<file path="src/rtl/dbg_cmd_engine.sv">
`default_nettype none
// +------------------------------------------------------------------------+
// | Module   : dbg_cmd_engine                                              |
// | Purpose  : Debug-command engine between the debug UART byte streams    |
// |            and the system bus master port. Decodes host opcodes, runs  |
// |            burst reads/writes with address auto-increment, drives the  |
// |            core reset hold, and closes every command with a CRC-8.     |
// | Ports    : clk/asyncrst        clock, async active-high reset          |
// |            rx_byte/rx_valid    UART RX byte strobe (no backpressure)   |
// |            tx_byte/tx_valid/tx_ready  UART TX handshake                |
// |            bus_addr/bus_wdata/bus_ren/bus_wen/bus_busy/bus_rdata       |
// |                                bus master port                         |
// |            core_rst            core reset hold                         |
// |            err                 sticky {timeout, overrun, bad_opcode}   |
// | Revision : 1.0 - initial release                                       |
// +------------------------------------------------------------------------+
module dbg_cmd_engine #(
   parameter int   ADDR_W        = 32,
   parameter int   DATA_W        = 32,
   parameter int   CNT_W         = 8,
   parameter int   TIMEOUT_CYC   = 65535,
   parameter logic CORE_RST_INIT = 1'b0
) (
   input  logic              clk,
   input  logic              asyncrst,
   input  logic [7:0]        rx_byte,
   input  logic              rx_valid,
   output logic [7:0]        tx_byte,
   output logic              tx_valid,
   input  logic              tx_ready,
   output logic [ADDR_W-1:0] bus_addr,
   output logic [DATA_W-1:0] bus_wdata,
   output logic              bus_ren,
   output logic              bus_wen,
   input  logic              bus_busy,
   input  logic [DATA_W-1:0] bus_rdata,
   output logic              core_rst,
   output logic [2:0]        err
);

   localparam logic [7:0] c_NB = 8'(DATA_W / 8);
   localparam logic [7:0] c_AB = 8'(ADDR_W / 8);
   localparam int         c_TMO_W = $clog2(TIMEOUT_CYC + 1);
   localparam logic [c_TMO_W-1:0] c_TMO_LAST = c_TMO_W'(TIMEOUT_CYC - 1);

   localparam logic [7:0] c_OP_SET_COUNT = 8'h82;
   localparam logic [7:0] c_OP_SET_ADDR  = 8'h83;
   localparam logic [7:0] c_OP_READ      = 8'h84;
   localparam logic [7:0] c_OP_WRITE     = 8'h85;
   localparam logic [7:0] c_OP_ALIVE     = 8'h86;
   localparam logic [7:0] c_OP_CORE_RST  = 8'h87;
   localparam logic [7:0] c_OP_CORE_NORM = 8'h88;

   localparam logic [2:0] c_ST_IDLE    = 3'd0;
   localparam logic [2:0] c_ST_RX_ARG  = 3'd1;
   localparam logic [2:0] c_ST_BUS     = 3'd2;
   localparam logic [2:0] c_ST_TX_DATA = 3'd3;
   localparam logic [2:0] c_ST_TX_CRC  = 3'd4;

   logic [2:0]         r_state, w_state_nxt;
   logic [7:0]         r_op;
   logic [ADDR_W-1:0]  r_addr;
   logic [ADDR_W-1:0]  r_abuf;
   logic [DATA_W-1:0]  r_wdata;
   logic [DATA_W-1:0]  r_rdata;
   logic [CNT_W-1:0]   r_count;
   logic [7:0]         r_bidx;
   logic [c_TMO_W-1:0] r_tmo;
   logic [7:0]         r_crc;
   logic               r_core_rst;
   logic [2:0]         r_err;

   logic [7:0]         w_arg_len;
   logic               w_arg_last;
   logic               w_tx_last;
   logic               w_op_ok;
   logic               w_bus_acc;
   logic               w_tx_acc;
   logic               w_timeout;
   logic               w_overrun;
   logic               w_bad_op;
   logic               w_err_clr;
   logic [ADDR_W-1:0]  w_abuf_sh;

   // MSB-first CRC-8, polynomial x^8+x^2+x+1
   function automatic logic [7:0] crc8_upd(input logic [7:0] crc, input logic [7:0] data);
      logic [7:0] c;
      c = crc ^ data;
      for (int i = 0; i < 8; i++) begin
         c = c[7] ? ((c << 1) ^ 8'h07) : (c << 1);
      end
      return c;
   endfunction

   always_comb begin
      w_arg_len = 8'd1;
      case (r_op)
         c_OP_SET_ADDR: w_arg_len = c_AB;
         c_OP_WRITE:    w_arg_len = c_NB;
         default:       w_arg_len = 8'd1;
      endcase
   end

   assign w_arg_last = (r_bidx == w_arg_len - 8'd1);
   assign w_tx_last  = (r_bidx == ((r_op == c_OP_ALIVE) ? 8'd1 : c_NB - 8'd1));
   assign w_op_ok    = (rx_byte >= c_OP_SET_COUNT) && (rx_byte <= c_OP_CORE_NORM);
   assign w_bus_acc  = (r_state == c_ST_BUS) && !bus_busy;
   assign w_tx_acc   = tx_valid && tx_ready;
   assign w_timeout  = (r_state == c_ST_RX_ARG) && !rx_valid && (r_tmo == c_TMO_LAST);
   assign w_overrun  = rx_valid && ((r_state == c_ST_BUS) || (r_state == c_ST_TX_DATA) ||
                                    (r_state == c_ST_TX_CRC));
   assign w_bad_op   = (r_state == c_ST_IDLE) && rx_valid && !w_op_ok;
   assign w_err_clr  = (r_state == c_ST_IDLE) && rx_valid && (rx_byte == c_OP_ALIVE);
   assign w_abuf_sh  = (r_abuf << 8) | ADDR_W'(rx_byte);

   // State register
   always_ff @(posedge clk or posedge asyncrst) begin
      if (asyncrst) begin
         r_state <= c_ST_IDLE;
      end else begin
         r_state <= w_state_nxt;
      end
   end

   // Next-state logic
   always_comb begin
      w_state_nxt = r_state;
      case (r_state)
         c_ST_IDLE: begin
            if (rx_valid) begin
               case (rx_byte)
                  c_OP_SET_COUNT, c_OP_SET_ADDR: w_state_nxt = c_ST_RX_ARG;
                  c_OP_WRITE:  w_state_nxt = (r_count != '0) ? c_ST_RX_ARG : c_ST_TX_CRC;
                  c_OP_READ:   w_state_nxt = (r_count != '0) ? c_ST_BUS : c_ST_TX_CRC;
                  c_OP_ALIVE:  w_state_nxt = c_ST_TX_DATA;
                  c_OP_CORE_RST, c_OP_CORE_NORM: w_state_nxt = c_ST_TX_CRC;
                  default:     w_state_nxt = c_ST_IDLE;
               endcase
            end
         end
         c_ST_RX_ARG: begin
            if (rx_valid) begin
               if (w_arg_last) begin
                  w_state_nxt = (r_op == c_OP_WRITE) ? c_ST_BUS : c_ST_TX_CRC;
               end
            end else if (w_timeout) begin
               w_state_nxt = c_ST_IDLE;
            end
         end
         c_ST_BUS: begin
            if (w_bus_acc) begin
               if (r_op == c_OP_READ) begin
                  w_state_nxt = c_ST_TX_DATA;
               end else begin
                  w_state_nxt = (r_count == CNT_W'(1)) ? c_ST_TX_CRC : c_ST_RX_ARG;
               end
            end
         end
         c_ST_TX_DATA: begin
            if (w_tx_acc && w_tx_last) begin
               // r_count was already decremented on the bus accept
               if ((r_op == c_OP_READ) && (r_count != '0)) begin
                  w_state_nxt = c_ST_BUS;
               end else begin
                  w_state_nxt = c_ST_TX_CRC;
               end
            end
         end
         c_ST_TX_CRC: begin
            if (w_tx_acc) begin
               w_state_nxt = c_ST_IDLE;
            end
         end
         default: w_state_nxt = c_ST_IDLE;
      endcase
   end

   // Outputs decoded from state so an async reset drops them at once
   always_comb begin
      tx_valid = 1'b0;
      tx_byte  = 8'h00;
      bus_ren  = 1'b0;
      bus_wen  = 1'b0;
      case (r_state)
         c_ST_BUS: begin
            bus_ren = (r_op == c_OP_READ);
            bus_wen = (r_op == c_OP_WRITE);
         end
         c_ST_TX_DATA: begin
            tx_valid = 1'b1;
            if (r_op == c_OP_ALIVE) begin
               tx_byte = (r_bidx == 8'd0) ? 8'h00 : 8'hAE;
            end else begin
               tx_byte = r_rdata[DATA_W-1 -: 8];
            end
         end
         c_ST_TX_CRC: begin
            tx_valid = 1'b1;
            tx_byte  = r_crc;
         end
         default: ;
      endcase
   end

   // Datapath
   always_ff @(posedge clk or posedge asyncrst) begin
      if (asyncrst) begin
         r_op       <= 8'h00;
         r_addr     <= '0;
         r_abuf     <= '0;
         r_wdata    <= '0;
         r_rdata    <= '0;
         r_count    <= '0;
         r_bidx     <= 8'd0;
         r_tmo      <= '0;
         r_crc      <= 8'h00;
         r_core_rst <= CORE_RST_INIT;
         r_err      <= 3'b000;
      end else begin
         // A same-cycle error event wins over the ALIVE clear
         r_err <= (w_err_clr ? 3'b000 : r_err) | {w_timeout, w_overrun, w_bad_op};
         case (r_state)
            c_ST_IDLE: begin
               if (rx_valid && w_op_ok) begin
                  r_op   <= rx_byte;
                  r_crc  <= crc8_upd(8'h00, rx_byte);
                  r_bidx <= 8'd0;
                  r_tmo  <= '0;
                  if (rx_byte == c_OP_CORE_RST) begin
                     r_core_rst <= 1'b1;
                  end
                  if (rx_byte == c_OP_CORE_NORM) begin
                     r_core_rst <= 1'b0;
                  end
               end
            end
            c_ST_RX_ARG: begin
               if (rx_valid) begin
                  r_crc  <= crc8_upd(r_crc, rx_byte);
                  r_tmo  <= '0;
                  r_bidx <= w_arg_last ? 8'd0 : r_bidx + 8'd1;
                  case (r_op)
                     c_OP_SET_COUNT: r_count <= rx_byte[CNT_W-1:0];
                     c_OP_SET_ADDR: begin
                        // Address only commits once complete, so a timeout leaves it intact
                        r_abuf <= w_abuf_sh;
                        if (w_arg_last) begin
                           r_addr <= w_abuf_sh;
                        end
                     end
                     default: r_wdata <= (r_wdata << 8) | DATA_W'(rx_byte);
                  endcase
               end else begin
                  r_tmo <= r_tmo + c_TMO_W'(1);
               end
            end
            c_ST_BUS: begin
               if (w_bus_acc) begin
                  r_addr  <= r_addr + ADDR_W'(DATA_W / 8);
                  r_count <= r_count - CNT_W'(1);
                  r_bidx  <= 8'd0;
                  r_tmo   <= '0;
                  if (r_op == c_OP_READ) begin
                     r_rdata <= bus_rdata;
                  end
               end
            end
            c_ST_TX_DATA: begin
               if (w_tx_acc) begin
                  r_crc   <= crc8_upd(r_crc, tx_byte);
                  r_bidx  <= r_bidx + 8'd1;
                  r_rdata <= r_rdata << 8;
               end
            end
            default: ;
         endcase
      end
   end

   assign bus_addr  = r_addr;
   assign bus_wdata = r_wdata;
   assign core_rst  = r_core_rst;
   assign err       = r_err;

endmodule
`default_nettype wire
</file>
<file path="config.mk">
export PLATFORM = sky130hd
export DESIGN_NAME = dbg_cmd_engine
export DESIGN_NICKNAME = d
export VERILOG_FILES = /design/src/rtl/dbg_cmd_engine.sv
export SDC_FILE = /design/constraint.sdc
export NUM_CORES = 1
export LEC_CHECK = 0
export ABC_AREA = 1
export ABC_CLOCK_PERIOD_IN_PS = 6900
export CORE_MARGIN = 10
export CORE_UTILIZATION = 49
export DETAILED_ROUTE_END_ITERATION = 6
export PLACE_DENSITY = 0.74
export SLEW_MARGIN = 40
export SYNTH_ARGS = -nofsm -noshare
export SYNTH_HDL_FRONTEND = slang
export SYNTH_SLANG_ARGS = --single-unit
</file>
<file path="constraint.sdc">
create_clock -name clk -period 6.9 [get_ports clk]
set_clock_uncertainty 0.2 [all_clocks]
set_input_delay 2.07 -clock clk [delete_from_list [all_inputs] [get_ports clk]]
set_output_delay 2.07 -clock clk [all_outputs]
set_load 0.02 [all_outputs]
</file>
======== Word level (Yosys, flattened, before mapping) ========
Cells that the tools add are included.
word-level totals
  flip-flop bits (word level) ............. 175
  input port bits ......................... 45
  output and inout bits ................... 79
  logic and storage cells ................. 201
operators by class
  add/sub/neg operators ................... 5
  order comparisons ....................... 2
  equality and inequality tests ........... 33
  mux-type cells .......................... 77
  bitwise operators ....................... 30
  reductions and logical operators ........ 42
operator list
  kind                     number
  $mux W32                 7
  $pmux W32 S2             2
  $mux W3                  39
  $mux W8                  13
  $eq A8 B8 Y1 const B     12
  $not A3 Y3               24
  $or A32 B8 Y32           2
  $mux W16                 3
  $pmux W16 S3             1
  $add A32 B3 Y32 const B  1
  $pmux W8 S2              2
  $pmux W8 S4              1
  $pmux W3 S5              2
  $pmux W8 S3              1
  $add A16 B1 Y16 const B  1
  $eq A16 B16 Y1 const B   1
  $sub A8 B1 Y8 const B    2
  $xor A8 B8 Y8            2
  $logic_and A1 B1 Y1      12
  $ne A2 B2 Y1 const B     6
  $reduce_and A3 Y1        4
  $reduce_and A4 Y1        3
  $ne A2 B1 Y1 const B     5
  $reduce_and A5 Y1        2
  25 further kinds         41

======== Logic depth before layout (Yosys ltp) ========
  depth after elaboration ................. 23
  depth in mapped cells ................... 17

======== Least setup slack after synthesis ========
No wires, ideal clock.
  path kind ............................... in2reg
  start point ............................. in rx_byte[2]
  end point ............................... reg r_tmo[12]
  library setup time ...................... 126 ps
  arrival time ............................ 3722 ps
  required time ........................... 6574 ps
  setup slack ............................. 2852 ps
  cell stages on the path ................. 12
  cell sequence ........................... buf_2 > inv_1 > ha_1 > or2_1 > nand3_1 > nand2_2 > o21ai_4 > nand3_4 > nor2_4 > nand2_2 > nor3_1 > nor3b_2
on the way
  cells in the longest elaborated chain, start to end .. 5
ends and longest elaborated chain
  element                                              RTL line  source
  from (decl)                                          26        input logic [7:0] rx_byte,
  $ge A8 B8 Y1 / $le A8 B8 Y1 (equally long branches)  106       assign w_op_ok = (rx_byte >= c_OP_SET_COUNT) && (rx_byte <= c_OP_CORE_NORM);
  $logic_and A1 B1 Y1 (*)                              106
  $logic_and A1 B1 Y1 (*)                              224       if (rx_valid && w_op_ok) begin
  $ne A2 B1 Y1 (no source line) (*)                    -
  $reduce_and A3 Y1 (no source line) (*)               -
  to (signal assigned)                                 254       r_tmo <= r_tmo + c_TMO_W'(1);
  to (decl)                                            68        logic [c_TMO_W-1:0] r_tmo;
Mark *: on every way between the ends. The rest lies on a longest branch, timed or not.
A chain may end at the register's enable or synchronous reset.

======== Worst setup path in the final report ========
  start point ............................. reg r_state[0]
  end point ............................... out tx_byte[5]
on the way
  cells in the longest elaborated chain, start to end .. 2
ends and longest elaborated chain
  element                                              RTL line  source
  from (decl)                                          60        logic [2:0] r_state, w_state_nxt;
  from (signal assigned)                               119       r_state <= c_ST_IDLE;
  from (signal assigned)                               121       r_state <= w_state_nxt;
  $eq A3 B3 Y1 / $eq A3 B2 Y1 (equally long branches)  184       case (r_state)
  $pmux W8 S2 (*)                                      184
  to (decl)                                            28        output logic [7:0] tx_byte,
Marks and branches as above.

==> results.toml <==
[outcome]
status = "finished, final reports clean"

[layout]
areaGrowthSynthToFinish_pct = 20.0
layout_common_cells = "nand2_1, dfrtp_1, inv_1"
layout.nets = 1448
insertedDiodeCount = 0
utilization_pct = 59.8
design_area_um2 = 12100
final_common_cell = "nand2_1"
layout-drive-gt1-share_pct = 9.23

[routing]
initialDrtViolationCount = 832
num_vias = 9068
first_pass_iters = 5
drc_errors = 0
wirelength_um = 27400
ant_nets = 0
via_per_inst = 5.44
wl_per_cell_um = 16.4

[sta]
setup_viol = 0
layout_min_cycle_time_ns = 5.08
max_freq_mhz = 197
hold_viol = 0
setup_slack_ns = 1.82
setup_tns_ns = 0
rsz0062_at_grt = "no"
drv_slew = 0
worstMarginPinSlew_ns = 0.760
relSlewSlack_pct = 49.3
period_share_pct = 73.6

[power]
cellLeakagePower_nw = 5.43
power_density_nw_per_um2 = 320
ir_drop_v = 0.000170

[synth]
async_flop_share_pct = 100
synth_warnings = 0
synth.distinct_cells = 63
synth_edf_count = 0
ys_seq_area_share_pct = 43.3
synth-main-ff-cell = "dfrtp_1"
synth.avg_cell_area_um2 = 7.89
synth_cells = 1283
synth_seq_cells = 175
syn-cell-area_um2 = 10100
syn_nets = 1345

[critical_path]
end_kind = "primary output"
start_kind = "flop"
crit_start = "r_state[0]"
criticalPathCategory = "flop to primary output"
arrival_ns = 2.81
cp.required_ns = 4.63
cp_max_fo = 65
r2r_start = "r_state[1]"

[floorplan]
dieHeight_um = 164
core_area_um2 = 20300
die_area_um2 = 26800
initial_utilization_pct = 49.8
pin_count = 124
rows = 52
fp.dieW_um = 164

[worst_hold_path]
hp-start = "r_abuf[8]"
min-delay-path-class = "flop to flop"

[global_routing]
grt_max_degree = 99
grt_usage_pct = 20.6
antenna_found_initial = 0
grt_pass1_vias = 8645
grt_pass1_wl_um = 45000
overflow = 0

[clock_tree]
cts_resized = 0
tritoncts = "built"
clockBufferDepth = 2
cts_setup_buffers = 0
htree_levels = 4
clk_latency_ns = 0.44
cts_buffers = 17
clkSlewWorstSetupHoldPaths_ns = 0.07
cts_hold_buf = 0
cts_root_buf = "clkbuf_16"
cts_sinks = 175

[placed_design]
port_buffers = 123
dpl_worst_slack_ns = 1.77
placed_cell_area_um2 = 11500
gp_congestion = 0.954
dp_hpwl_um = 20100

[run]
maxCapViolations = 0
## cell families after synthesis
| group | share of synthesized area (%) |
|---|---|
| AO/OA/AOI/OAI | 15.7 |
| XOR/XNOR | 4.48 |
| adder cells (fa/ha/maj) | 2.10 |
| buffers and inverters | 8.78 |
| flip-flops | 43.3 |
| multiplexers | 0.890 |
| AND/OR/NAND/NOR | 24.8 |
## path summary, 6_finish.rpt
check	slack, ns	end	depth (start not counted)
setup / recovery	1.82	tx_byte[5]	7
hold / removal	0.29	r_abuf[8]	2
setup reg to reg	3.58	r_rdata[31]	9
hold reg to reg	0.29	r_abuf[8]	2
max in group asynchronous	3.80	r_rdata[18]	4
min in group asynchronous	1.89	r_abuf[23]	3
## flip-flops by register name (all words and copies together) (netlist names)
signal / count
core_rst: 1
r_count: 8
r_abuf: 24
r_rdata: 32
r_tmo: 16
r_crc: 8
bus_wdata: 32
bus_addr: 32
err: 3
r_state: 3
r_op: 8
r_bidx: 8
## routing by layer
layer / global-route usage (%) / wire (µm)
met5: 0 / 0
met4: 6.42 / 565
met3: 4.48 / 2090
met2: 31.8 / 12600
met1: 28.4 / 12200
## per-stage QoR
step                      total power, W  std cells  hold slack [ns]
final                            0.00389       1668            0.293
after global routing             0.00413       1668            0.320
after CTS                        0.00391       1668            0.294
after detailed placement         0.00291       1637            0.278
after global placement           0.00289       1636            0.259
after floorplan                  0.00233       1283            0.237
## layout make-up
cell class | count | area [µm²]
Fill cell | 1855 | 8160
Multi-Input combinational cell | 889 | 4860
Sequential cell | 175 | 4380
Timing Repair Buffer | 129 | 1310
Inverter | 174 | 662
Clock buffer | 19 | 453
Tap cell | 270 | 338
Clock inverter | 12 | 135
## cells in the mapped netlist, types with 8 or more instances
cell | instances | area (µm²)
nor2_1 | 88 | 330
a31oi_1 | 14 | 87.6
o21ai_1 | 26 | 130
o211ai_1 | 26 | 195
o21ai_0 | 125 | 626
inv_2 | 16 | 60.1
nor4_1 | 11 | 68.8
a21oi_1 | 40 | 200
nor3_1 | 21 | 105
clkbuf_1 | 17 | 63.8
nand2_2 | 16 | 100
nor2_2 | 10 | 62.6
ha_1 | 17 | 213
xor2_1 | 37 | 324
nand3_1 | 60 | 300
nand4_1 | 19 | 119
nand2_1 | 276 | 1040
inv_1 | 157 | 589
o22ai_1 | 9 | 56.3
xnor2_1 | 11 | 96.3
buf_2 | 17 | 85.1
mux2_2 | 8 | 90.1
dfrtp_1 | 175 | 4380
## where the power goes
part	internal (W)	switching, W
clock	0.000553	0.000429
sequential	0.00125	0.000238
combinational	0.000598	0.000822
## critical path, stage by stage (launching register included)
cell	delay, ns
dfrtp_1	0.45
nand2_2	0.11
inv_2	0.08
nand2_4	0.18
inv_4	0.56
nand3_1	0.19
o21ai_0	0.13
clkdlybuf4s50_1	0.64
Note: power is estimated with default switching activity, not from simulation.
